**config.mk**
```make
export PLATFORM = sky130hd
export DESIGN_NAME = zero_to_nine_up_timer
export DESIGN_NICKNAME = d
export VERILOG_FILES = /design/src/rtl/timer_pkg.sv /design/src/rtl/zero_to_nine_cell.sv /design/src/rtl/zero_to_nine_up_timer.sv
export SDC_FILE = /design/constraint.sdc
export NUM_CORES = 1
export LEC_CHECK = 0
export BUFFER_PORTS_ARGS = -buffer_cell sky130_fd_sc_hd__buf_4
export CAP_MARGIN = 20
export CORE_MARGIN = 3
export CORE_UTILIZATION = 52
export DETAILED_ROUTE_END_ITERATION = 10
export PLACE_DENSITY = 0.88
export SYNTH_ARGS = -nofsm -noshare
export SYNTH_HDL_FRONTEND = slang
export SYNTH_SLANG_ARGS = --single-unit
```
**constraint.sdc**
```tcl
create_clock -name clk -period 2.3 [get_ports clk]
set_clock_uncertainty 0.15 [all_clocks]
set_input_delay 0.345 -clock clk [delete_from_list [all_inputs] [get_ports clk]]
set_output_delay 0.345 -clock clk [all_outputs]
set_load 0.03 [all_outputs]
```
**src/rtl/timer_pkg.sv**
```systemverilog
// timer_pkg: shared state encoding and BCD digit constants for the up-timer.
// Revision: 1.0
`default_nettype none

package timer_pkg;

  typedef enum logic [1:0] {
    IDLE  = 2'd0,
    RUN   = 2'd1,
    PAUSE = 2'd2,
    DONE  = 2'd3
  } state_t;

  localparam logic [3:0] DIGIT_MAX = 4'd9;
  localparam int         DIGIT_W   = 4;

endpackage

`default_nettype wire

```
**src/rtl/zero_to_nine_cell.sv**
```systemverilog
// zero_to_nine_cell: one BCD digit counting 0..9, wrapping 9->0 on inc.
// Revision: 1.0
`default_nettype none

module zero_to_nine_cell
  import timer_pkg::*;
(
  input  logic               clk,
  input  logic               rst,
  input  logic               clr,
  input  logic               inc,
  output logic [DIGIT_W-1:0] q,
  output logic               at_max
);

  assign at_max = (q == DIGIT_MAX);

  always_ff @(posedge clk) begin
    if (rst || clr) begin
      q <= '0;
    end else if (inc) begin
      q <= at_max ? '0 : q + 4'd1;
    end
  end

endmodule

`default_nettype wire

```
**src/rtl/zero_to_nine_up_timer.sv**
```systemverilog
// zero_to_nine_up_timer: NDIG-digit BCD elapsed-time counter with run-control FSM.
// Optional macro TIMER_AUTORELOAD_EN: a tick in DONE restarts counting from zero.
// Revision: 1.0
`default_nettype none

module zero_to_nine_up_timer
  import timer_pkg::*;
#(
  parameter int NDIG = 2
) (
  input  logic                    clk,
  input  logic                    rst,
  input  logic                    tick,
  input  logic                    start,
  input  logic                    stop,
  input  logic                    clear,
  input  logic [DIGIT_W*NDIG-1:0] target,
  output logic [DIGIT_W*NDIG-1:0] count,
  output logic                    running,
  output logic                    done,
  output logic                    carry
);

  state_t            state;
  state_t            state_nxt;
  logic              inc;
  logic              clr_cnt;
  logic              match;
  logic [NDIG-1:0]   at_max;
  logic [NDIG-1:0]   dig_inc;

  // Non-BCD target nibbles never equal a BCD count, so they simply never match.
  assign match   = (count == target);
  assign running = (state == RUN);
  assign done    = (state == DONE);

  always_comb begin
    state_nxt = state;
    inc       = 1'b0;
    clr_cnt   = 1'b0;
    if (clear) begin
      state_nxt = IDLE;
      clr_cnt   = 1'b1;
    end else begin
      case (state)
        IDLE: begin
          if (start && !stop) state_nxt = RUN;
        end
        RUN: begin
          if (stop)       state_nxt = PAUSE;
          else if (match) state_nxt = DONE;
          else if (tick)  inc       = 1'b1;
        end
        PAUSE: begin
          if (start && !stop) state_nxt = RUN;
        end
        DONE: begin
`ifdef TIMER_AUTORELOAD_EN
          if (stop) begin
            state_nxt = PAUSE;
          end else if (start || tick) begin
            state_nxt = RUN;
            clr_cnt   = 1'b1;
          end
`else
          if (start && !stop) begin
            state_nxt = RUN;
            clr_cnt   = 1'b1;
          end
`endif
        end
        default: state_nxt = IDLE;
      endcase
    end
  end

  always_ff @(posedge clk) begin
    if (rst) begin
      state <= IDLE;
      carry <= 1'b0;
    end else begin
      state <= state_nxt;
      carry <= inc & (&at_max);
    end
  end

  generate
    for (genvar i = 0; i < NDIG; i++) begin : g_digit
      if (i == 0) begin : g_first
        assign dig_inc[i] = inc;
      end else begin : g_chain
        assign dig_inc[i] = dig_inc[i-1] & at_max[i-1];
      end

      zero_to_nine_cell u_cell (
        .clk    (clk),
        .rst    (rst),
        .clr    (clr_cnt),
        .inc    (dig_inc[i]),
        .q      (count[DIGIT_W*i +: DIGIT_W]),
        .at_max (at_max[i])
      );
    end
  endgenerate

endmodule

`default_nettype wire

```
=== Word-level counts from Yosys, hierarchy flattened ===
Cells that the tools add are included.

* Bitwise logic cells: 2
* Equal/unequal tests: 8
* $add $sub $neg: 2
* $mul: 0
* Shift operators: 0
* Divide/modulo/power cells: 0
* Reductions and logical operators: 8
* Multiplexer cells: 14
* Magnitude comparators: 0

{| class="wikitable"
|+ Operator list
! operator !! count
|-
| 4-bit by 1-bit adder with 4-bit output, second input constant || 2
|-
| 4-bit equality test, second input constant || 2
|-
| 8-bit equality test || 1
|-
| 1-bit two-way mux || 8
|-
| 4-bit two-way mux || 2
|-
| 2-bit two-way mux || 3
|-
| 2-bit equality test, second input constant || 2
|-
| 2-bit case mux with 2 select lines || 1
|-
| 2-bit AND reduction || 2
|-
| 3-bit by 2-bit inequality test with 1-bit output, second input constant || 1
|-
| 3-bit OR reduction || 1
|-
| 1-bit AND || 2
|-
| 2-bit by 1-bit equality test with 1-bit output, second input constant || 1
|-
| 2-bit zero test || 1
|-
| 2-bit by 1-bit inequality test with 1-bit output, second input constant || 1
|-
| 2-bit OR reduction || 1
|-
| 1-bit logical AND || 1
|-
| 1-bit zero test || 1
|-
| 1-bit logical OR || 1
|}

* Output and inout bits: 11
* Memories kept: 0
* Flip-flop bits (word level): 11
* Latch bits: 0
* Bits in read-only memories: 0
* Bits in writable memories: 0

=== Logic depth before layout (Yosys ltp) ===
Gate-level depths: netlist (run 1).

* Depth in word-level cells: 6
* Mapped depth: 6

=== Cells and area by module ===
Synthesis (run 1) repeated with hierarchy kept, for this count alone.

* Cells, all modules: 74
* Area total of the unflattened synthesis: 639.4 µm²

{| class="wikitable"
|+ Modules (own cells, without submodules)
! module !! instances !! cells an instance !! area each (µm²)
|-
| zero_to_nine_cell || 2 || 21 || 196.4
|-
| zero_to_nine_up_timer || 1 || 32 || 246.5
|}

=== Least setup slack after synthesis (run 1) ===
Ideal clock, no wire load.

* Path type: register to register
* From: register g_digit[0].u_cell.q[3]
* To: register carry
* Slack: 556 ps
* Period minus slack after synthesis: 1744 ps
* Library setup time: 65 ps
* Path buffers: 0
* Required time: 2085 ps
* Arrival time: 1529 ps
* Cell stages (with the launch flop): 6
* Cell sequence: dfxtp_1 inv_1 nor3_4 nand3_2 or4_1 nor2_1

* Word-level cells in the longest chain between the ends: 6
* Elaborated cells between the ends (all ways): 8
* Those cells by class: eq/ne: 2; mux: 4; bitwise: 1; reduce/logical: 1

{| class="wikitable"
|+ Ends and longest elaborated chain
! element !! line !! RTL
|-
| start: declaration || zero_to_nine_cell.sv:12 || <nowiki>output logic [DIGIT_W-1:0] q,</nowiki>
|-
| start signal: assignment || zero_to_nine_cell.sv:22 || <nowiki>q <= at_max ? '0 : q + 4'd1;</nowiki>
|-
| 8-bit equality test || zero_to_nine_up_timer.sv:33 || <nowiki>assign match = (count == target);</nowiki>
|-
| 1-bit two-way mux || zero_to_nine_up_timer.sv:51 || <nowiki>else if (match) state_nxt = DONE;</nowiki>
|-
| 1-bit two-way mux || zero_to_nine_up_timer.sv:50 || <nowiki>if (stop) state_nxt = PAUSE;</nowiki>
|-
| 1-bit two-way mux || zero_to_nine_up_timer.sv:45 || <nowiki>case (state)</nowiki>
|-
| 1-bit two-way mux || zero_to_nine_up_timer.sv:41 || <nowiki>if (clear) begin</nowiki>
|-
| 1-bit AND * || zero_to_nine_up_timer.sv:83 || <nowiki>carry <= inc & (&at_max);</nowiki>
|-
| end signal: assignment || zero_to_nine_up_timer.sv:83 ||
|-
| end: declaration || zero_to_nine_up_timer.sv:21 || <nowiki>output logic carry</nowiki>
|}

Mark *: on every way between the ends. The rest lies on a longest branch, timed or not.
A chain may end at the register's enable or synchronous reset.

=== Worst setup path after layout (run 1) ===
* From: register g_digit[0].u_cell.q[1]
* To: register g_digit[1].u_cell.q[2]

* Word-level cells in the longest chain between the ends: 6
* Elaborated cells between the ends (all ways): 7
* Those cells by class: eq/ne: 2; mux: 4; bitwise: 1

{| class="wikitable"
|+ Ends and longest elaborated chain
! element !! line !! RTL
|-
| 8-bit equality test || zero_to_nine_up_timer.sv:33 ||
|-
| 1-bit two-way mux || zero_to_nine_up_timer.sv:51 ||
|-
| 1-bit two-way mux || zero_to_nine_up_timer.sv:50 ||
|-
| 1-bit two-way mux || zero_to_nine_up_timer.sv:45 ||
|-
| 1-bit two-way mux || zero_to_nine_up_timer.sv:41 ||
|-
| 1-bit AND * || zero_to_nine_up_timer.sv:92 || <nowiki>assign dig_inc[i] = dig_inc[i-1] & at_max[i-1];</nowiki>
|-
| end signal: assignment || zero_to_nine_cell.sv:22 ||
|-
| end: declaration || zero_to_nine_cell.sv:12 ||
|}

Marks and branches as above.

==> impl_metrics.tcl, run 1 <==
set metrics [dict create \
    outcome "completed" \
    fin_nets 118 \
    synth_warnings 0 \
    path_cells "xnor2_2 -> nand4_2 -> o21ai_2 -> nor3_1 -> mux2i_1" \
    seqPwrFrac 0.503 \
    grt.total_usage 0.1808 \
    root_buffer "clkbuf_4" \
    p_int_mw 0.2850 \
    synth_nets 91 \
    critPathKind "reg2reg" \
    io_pins 25 \
    io_buffer_count 24 \
    ys_ff_latch 11 \
    antenna_cells 0 \
    cts_buffers 3 \
    clock_sinks 11 \
    clock_path_buffers 2 \
    pwr-share-clk 0.365 \
    ctsResizeCount 0 \
    hold_buffers 0 \
    seq_area_frac_synth 0.2885 \
    cp.arrival_ps 1760 \
    timing_hold_violations_final 0 \
    max_stage_delay_ps 580 \
    maxSlewHeadroom 0.6979 \
    path_clk_slew_ps 70 \
    cp_slowest_cell "dfxtp_1" \
    dieArea_um2 1963 \
    r2r_setup_slack_ps 550 \
    leakagePower_nw 0.3547 \
    vias_per_cell 5.602 \
    die_x_um 44.31 \
    wl_um 1613 \
    initial_core_util 0.5722 \
    yosys-top-cells-count "11 x dfxtp_1, 11 x xnor2_1, 5 x inv_1" \
    syn_area_per_cell_um2 9.912 \
    cts_tree "done" \
    synth_edf_count 0 \
    drt_pre_antenna_iters 4 \
    max_freq_mhz 572.7 \
    crit_buf_inv 0 \
    initialDrtViolationCount 14 \
    drcViolationCount 0 \
    crit_path_start_kind "flop" \
    setup_tns_ps 0 \
    coreArea_um2 1334 \
    pwr-share-comb 0.131 \
    overflow 0 \
    whs_ps 120.3 \
    worst_pin_slew_ps 453.1 \
    fin_crit_sh 0.7592 \
    grt_pass1_vias 592 \
    htree_num_levels 1 \
    min_period_ps 1746 \
    syn_inst 77 \
    final_layout_size_suffix_gt1_frac 0.3786 \
    grt_max_degree 11 \
    synth_ff_type "dfxtp_1" \
    rsz0062_at_grt "no" \
    max_cap_viol_count 0 \
    synth-async-reset-ratio 0 \
    antenna_found_initial 0 \
    powerDensity_nw_per_um2 394.7 \
    crit_family "flip-flops" \
    die_y_um 44.31 \
    swShare 0.2525 \
    p_switching_mw 0.09626 \
    clock_latency_ps 270 \
    grt_first_pass_wirelength_um 2532 \
    netlist_top_cells_area "dfxtp_1 29%, xnor2_1 13%, xnor2_2 4.3%" \
    yosysTopAreaCellShare 0.2885 \
    synth_top_area_cell "dfxtp_1" \
    syn-cell-area_um2 763.2 \
    fin_ws_ps 553.8 \
    worst_setup_path_end_kind "flop" \
    detailedPlace.worstSlack_ps 537.5 \
    holdCritPathClass "in2reg" \
    postCtsSetupRepairBufs 0 \
    yosysUniqueCellTypes 36 \
    place_congestion 0.8237 \
    vias 661 \
    areaGrowthSynthToFinish_pct 26.56 \
    crit_path_max_fanout 8 \
    wl_per_cell_um 13.67 \
    peakVddDrop_uv 331.2 \
    row_count 13 \
    ant_nets 0 \
    hpwl_um 1300 \
    setup_viol 0 \
    drv_slew 0 \
    critPathRequiredTime_ps 2310 \
]
## cell type report
cell class | instances | area [um2]
Multi-Input combinational cell | 59 | 501.7
Clock buffer | 4 | 26.28
Tap cell | 15 | 18.77
Fill cell | 112 | 367.9
Timing Repair Buffer | 24 | 180.2
Inverter | 5 | 18.77
Sequential cell | 11 | 220.2
## through the flow
stage	utilization	power, mW	area, um2	std cells
finish	0.7242	0.3813	965.9	118
detailed placement	0.7045	0.2469	939.7	114
CTS	0.7242	0.3843	965.9	118
global placement	0.7045	0.2453	939.7	114
floorplan	-	0.2200	763.2	77
global route	0.7242	0.3929	965.9	118
## flip-flops by register name, indices dropped and copies added (netlist names)
name / count
state: 2
carry: 1
g_digit.u_cell.q: 8
## per-layer routing
metal  GRT usage  share of wire  vias to the layer above
met2      0.2703           0.47                       24
met5           0              0                        -
met4     0.09036          0.017                        0
met3     0.07317          0.074                        4
met1      0.2228           0.43                      304
li1            -              -                      329
## power by group through the flow
stage | Combinational [mW] | Clock [mW] | Sequential [mW]
after CTS | 0.0505 | 0.142 | 0.192
after global routing | 0.0542 | 0.147 | 0.192
after detailed placement | 0.0504 | 0 | 0.196
after global placement | 0.0489 | 0 | 0.196
final | 0.0501 | 0.139 | 0.192
after floorplan | 0.0236 | 0 | 0.196
## placed cells by master, fill, tap and decap left out, types with 3 or more instances in the layout
cell	instances
buf_4	24
mux2i_1	3
dfxtp_1	11
nor3_1	3
xnor2_1	11
o211ai_1	3
and2_1	4
nand2_1	3
clkbuf_4	3
inv_1	5
## cells by family (layout without fill, tap and decap cells)
kind of cell,count (synthesis),after routing,synth area share
AND/OR/NAND/NOR,27,27,0.2672
AO/OA/AOI/OAI,16,16,0.1820
XOR/XNOR,13,13,0.1688
flip-flops,11,11,0.2885
buffers and inverters,7,33,0.05410
multiplexers,3,3,0.03935
## final timing paths
| kind | end | depth (start not counted) | from |
|---|---|---|---|
| worst max register to register | g_digit[1].u_cell.q[2] | 5 | g_digit[0].u_cell.q[1] |
| worst min register to register | state[0] | 2 | state[0] |
| worst max-delay path | g_digit[1].u_cell.q[2] | 5 | g_digit[0].u_cell.q[1] |
| worst min-delay path | state[0] | 2 | rst |
Note: power is estimated with default switching activity, not from simulation.
==> run 2, diff against run 1 <==
CORE_ASPECT_RATIO = 1.25   (was not set)
CORE_UTILIZATION = 44   (was 52)
PLACE_DENSITY = 0.8   (was 0.88)
clock period = 1.49 ns   (was 2.3 ns; I/O delays follow)
==> run 2 against run 1 <==
The flow now finishes with violations (setup timing); power grew 61%; final cell count is 16% higher; clock-buffer cell count unchanged; sequential cell count unchanged; core utilization increased by 8.0 points; worst hold slack got worse by 120 ps; via count up 11%; worst setup slack got worse by 590 ps; first-iteration DRC count decreased by 36%; largest cell class unchanged.
==> impl_metrics.tcl, run 2 (synthesized netlist as in run 1, its figures left out) <==
set metrics [dict create \
    outcome "complete, but fails checks" \
    violations "setup timing" \
    initial_core_util 0.4766 \
    layout_common_cells "38 x buf_4, 5 x xnor2_4, 5 x dfxtp_2, 5 x dfxtp_4" \
    cts_tree "done" \
    grt_max_degree 7 \
    worst_pin_slew_ps 294.1 \
    place_congestion 0.8049 \
    die_x_um 43.25 \
    fin_crit_sh 1.026 \
    min_period_ps 1529 \
    reg2reg_to "g_digit[1].u_cell.q[0]" \
    drcViolationCount 0 \
    areaGrowthSynthToFinish_pct 68.85 \
    detailedPlace.worstSlack_ps -140.9 \
    coreArea_um2 1602 \
    row_count 16 \
    max_freq_mhz 653.9 \
    worst_setup_path_end_kind "flop" \
    final_common_cell "buf_4" \
    root_buffer "clkbuf_4" \
    drv_slew 0 \
    drt_pre_antenna_iters 4 \
    initialDrtViolationCount 9 \
    final_layout_size_suffix_gt1_frac 0.6555 \
    clock_latency_ps 280 \
    r2r_cells 5 \
    hold_path.startpoint "rst" \
    wl_per_cell_um 15.06 \
    vias 731 \
    fin_ws_ps -39.32 \
    holdCritPathClass "in2reg" \
    grt_pass1_vias 759 \
    hpwl_um 1548 \
    rsz0062_at_grt "yes" \
    antenna_cells 0 \
    worstHoldEndpoint "state[0]" \
    r2r_setup_slack_ps -40 \
    maxSlewHeadroom 0.8040 \
    critPathRequiredTime_ps 1500 \
    dieArea_um2 2273 \
    io_pins 25 \
    critPathKind "reg2reg" \
    cp.arrival_ps 1540 \
    leakagePower_nw 0.4980 \
    die_y_um 52.57 \
    ant_nets 0 \
    max_cap_viol_count 0 \
    grt_first_pass_wirelength_um 3270 \
    vias_per_cell 5.336 \
    setup_viol 6 \
    clock_sinks 11 \
    largest_register_ffs 8 \
    power_mw 0.6138 \
    crit_path_max_fanout 6 \
    htree_num_levels 1 \
    peakVddDrop_uv 609.2 \
    regMostFlops "g_digit.u_cell.q" \
    path_clk_slew_ps 70 \
    hold_buffers 0 \
    overflow 0 \
    timing_hold_violations_final 0 \
    reg2reg_from "g_digit[0].u_cell.q[0]" \
    io_buffer_count 24 \
    cts_buffers 3 \
    fin_nets 134 \
    clock_path_buffers 2 \
    powerDensity_nw_per_um2 476.3 \
    crit_path_start_kind "flop" \
    wl_um 2063 \
    top_regs "g_digit.u_cell.q (8), state (2), carry (1)" \
    grt.total_usage 0.1963 \
    hold_depth 2 \
    antenna_found_initial 0 \
]
-- run 2: timing repair --
item	in CTS	in global routing
resized for setup	9	13
endpoints found under the setup margin	11	11
setup buffers	1	0
pin swaps	6	10
-- run 2: per-stage QoR --
| stage | util | hold slack (ps) | instances | TNS [ps] | cell area (um2) |
|---|---|---|---|---|---|
| floorplan | - | 146.3 | 77 | -360.1 | 832.0 |
| global route | 0.8047 | 9.348 | 137 | -770.3 | 1289 |
| CTS | 0.7539 | 4.088 | 137 | -148.2 | 1207 |
| detailed placement | 0.7000 | 295.1 | 132 | -1009 | 1121 |
| global placement | 0.7000 | 290.7 | 132 | -345.2 | 1121 |
| finish | 0.8047 | 3.949 | 137 | -104.2 | 1289 |
-- run 2: metal layers --
metal,part of all wire,global-route usage,routed length (um),up-vias
met4,0.022,0.1055,45,0
met3,0.039,0.02062,81,5
li1,-,-,-,362
met1,0.35,0.1917,725,340
met5,0,0,0,-
met2,0.59,0.3892,1210,24
-- run 2: layout make-up --
type                       count  area, um2
clock buffer                   4      26.28
tap                           18      22.52
fill                         103      312.8
timing repair buffer          40      307.8
sequential                    11      245.2
multi-input combinational     59      668.1
inverter                       5      18.77
-- run 2: where the power goes --
| part | total, mW | internal, mW | switching, mW |
|---|---|---|---|
| sequential | 0.287 | 0.286 | 0.00141 |
| combinational | 0.117 | 0.0647 | 0.0519 |
| clock | 0.210 | 0.104 | 0.106 |
-- run 2: worst max path at each step --
stage	from	endpoint	slack, ps	cells past startpoint
global route	g_digit[0].u_cell.q[2]	g_digit[1].u_cell.q[1]	-110	5
floorplan	g_digit[0].u_cell.q[1]	carry	-90	5
finish	g_digit[0].u_cell.q[0]	g_digit[1].u_cell.q[0]	-40	5
detailed placement	target[7]	g_digit[0].u_cell.q[2]	-140	6
CTS	g_digit[0].u_cell.q[3]	g_digit[1].u_cell.q[0]	-30	5
global placement	target[7]	g_digit[0].u_cell.q[2]	-70	6
-- run 2: critical path: stages, from the launching register on --
cell and delay [ps]:
dfxtp_2 350, xnor2_2 200, nand4_4 200, o211ai_1 270
xnor2_1 100, and2_1 160
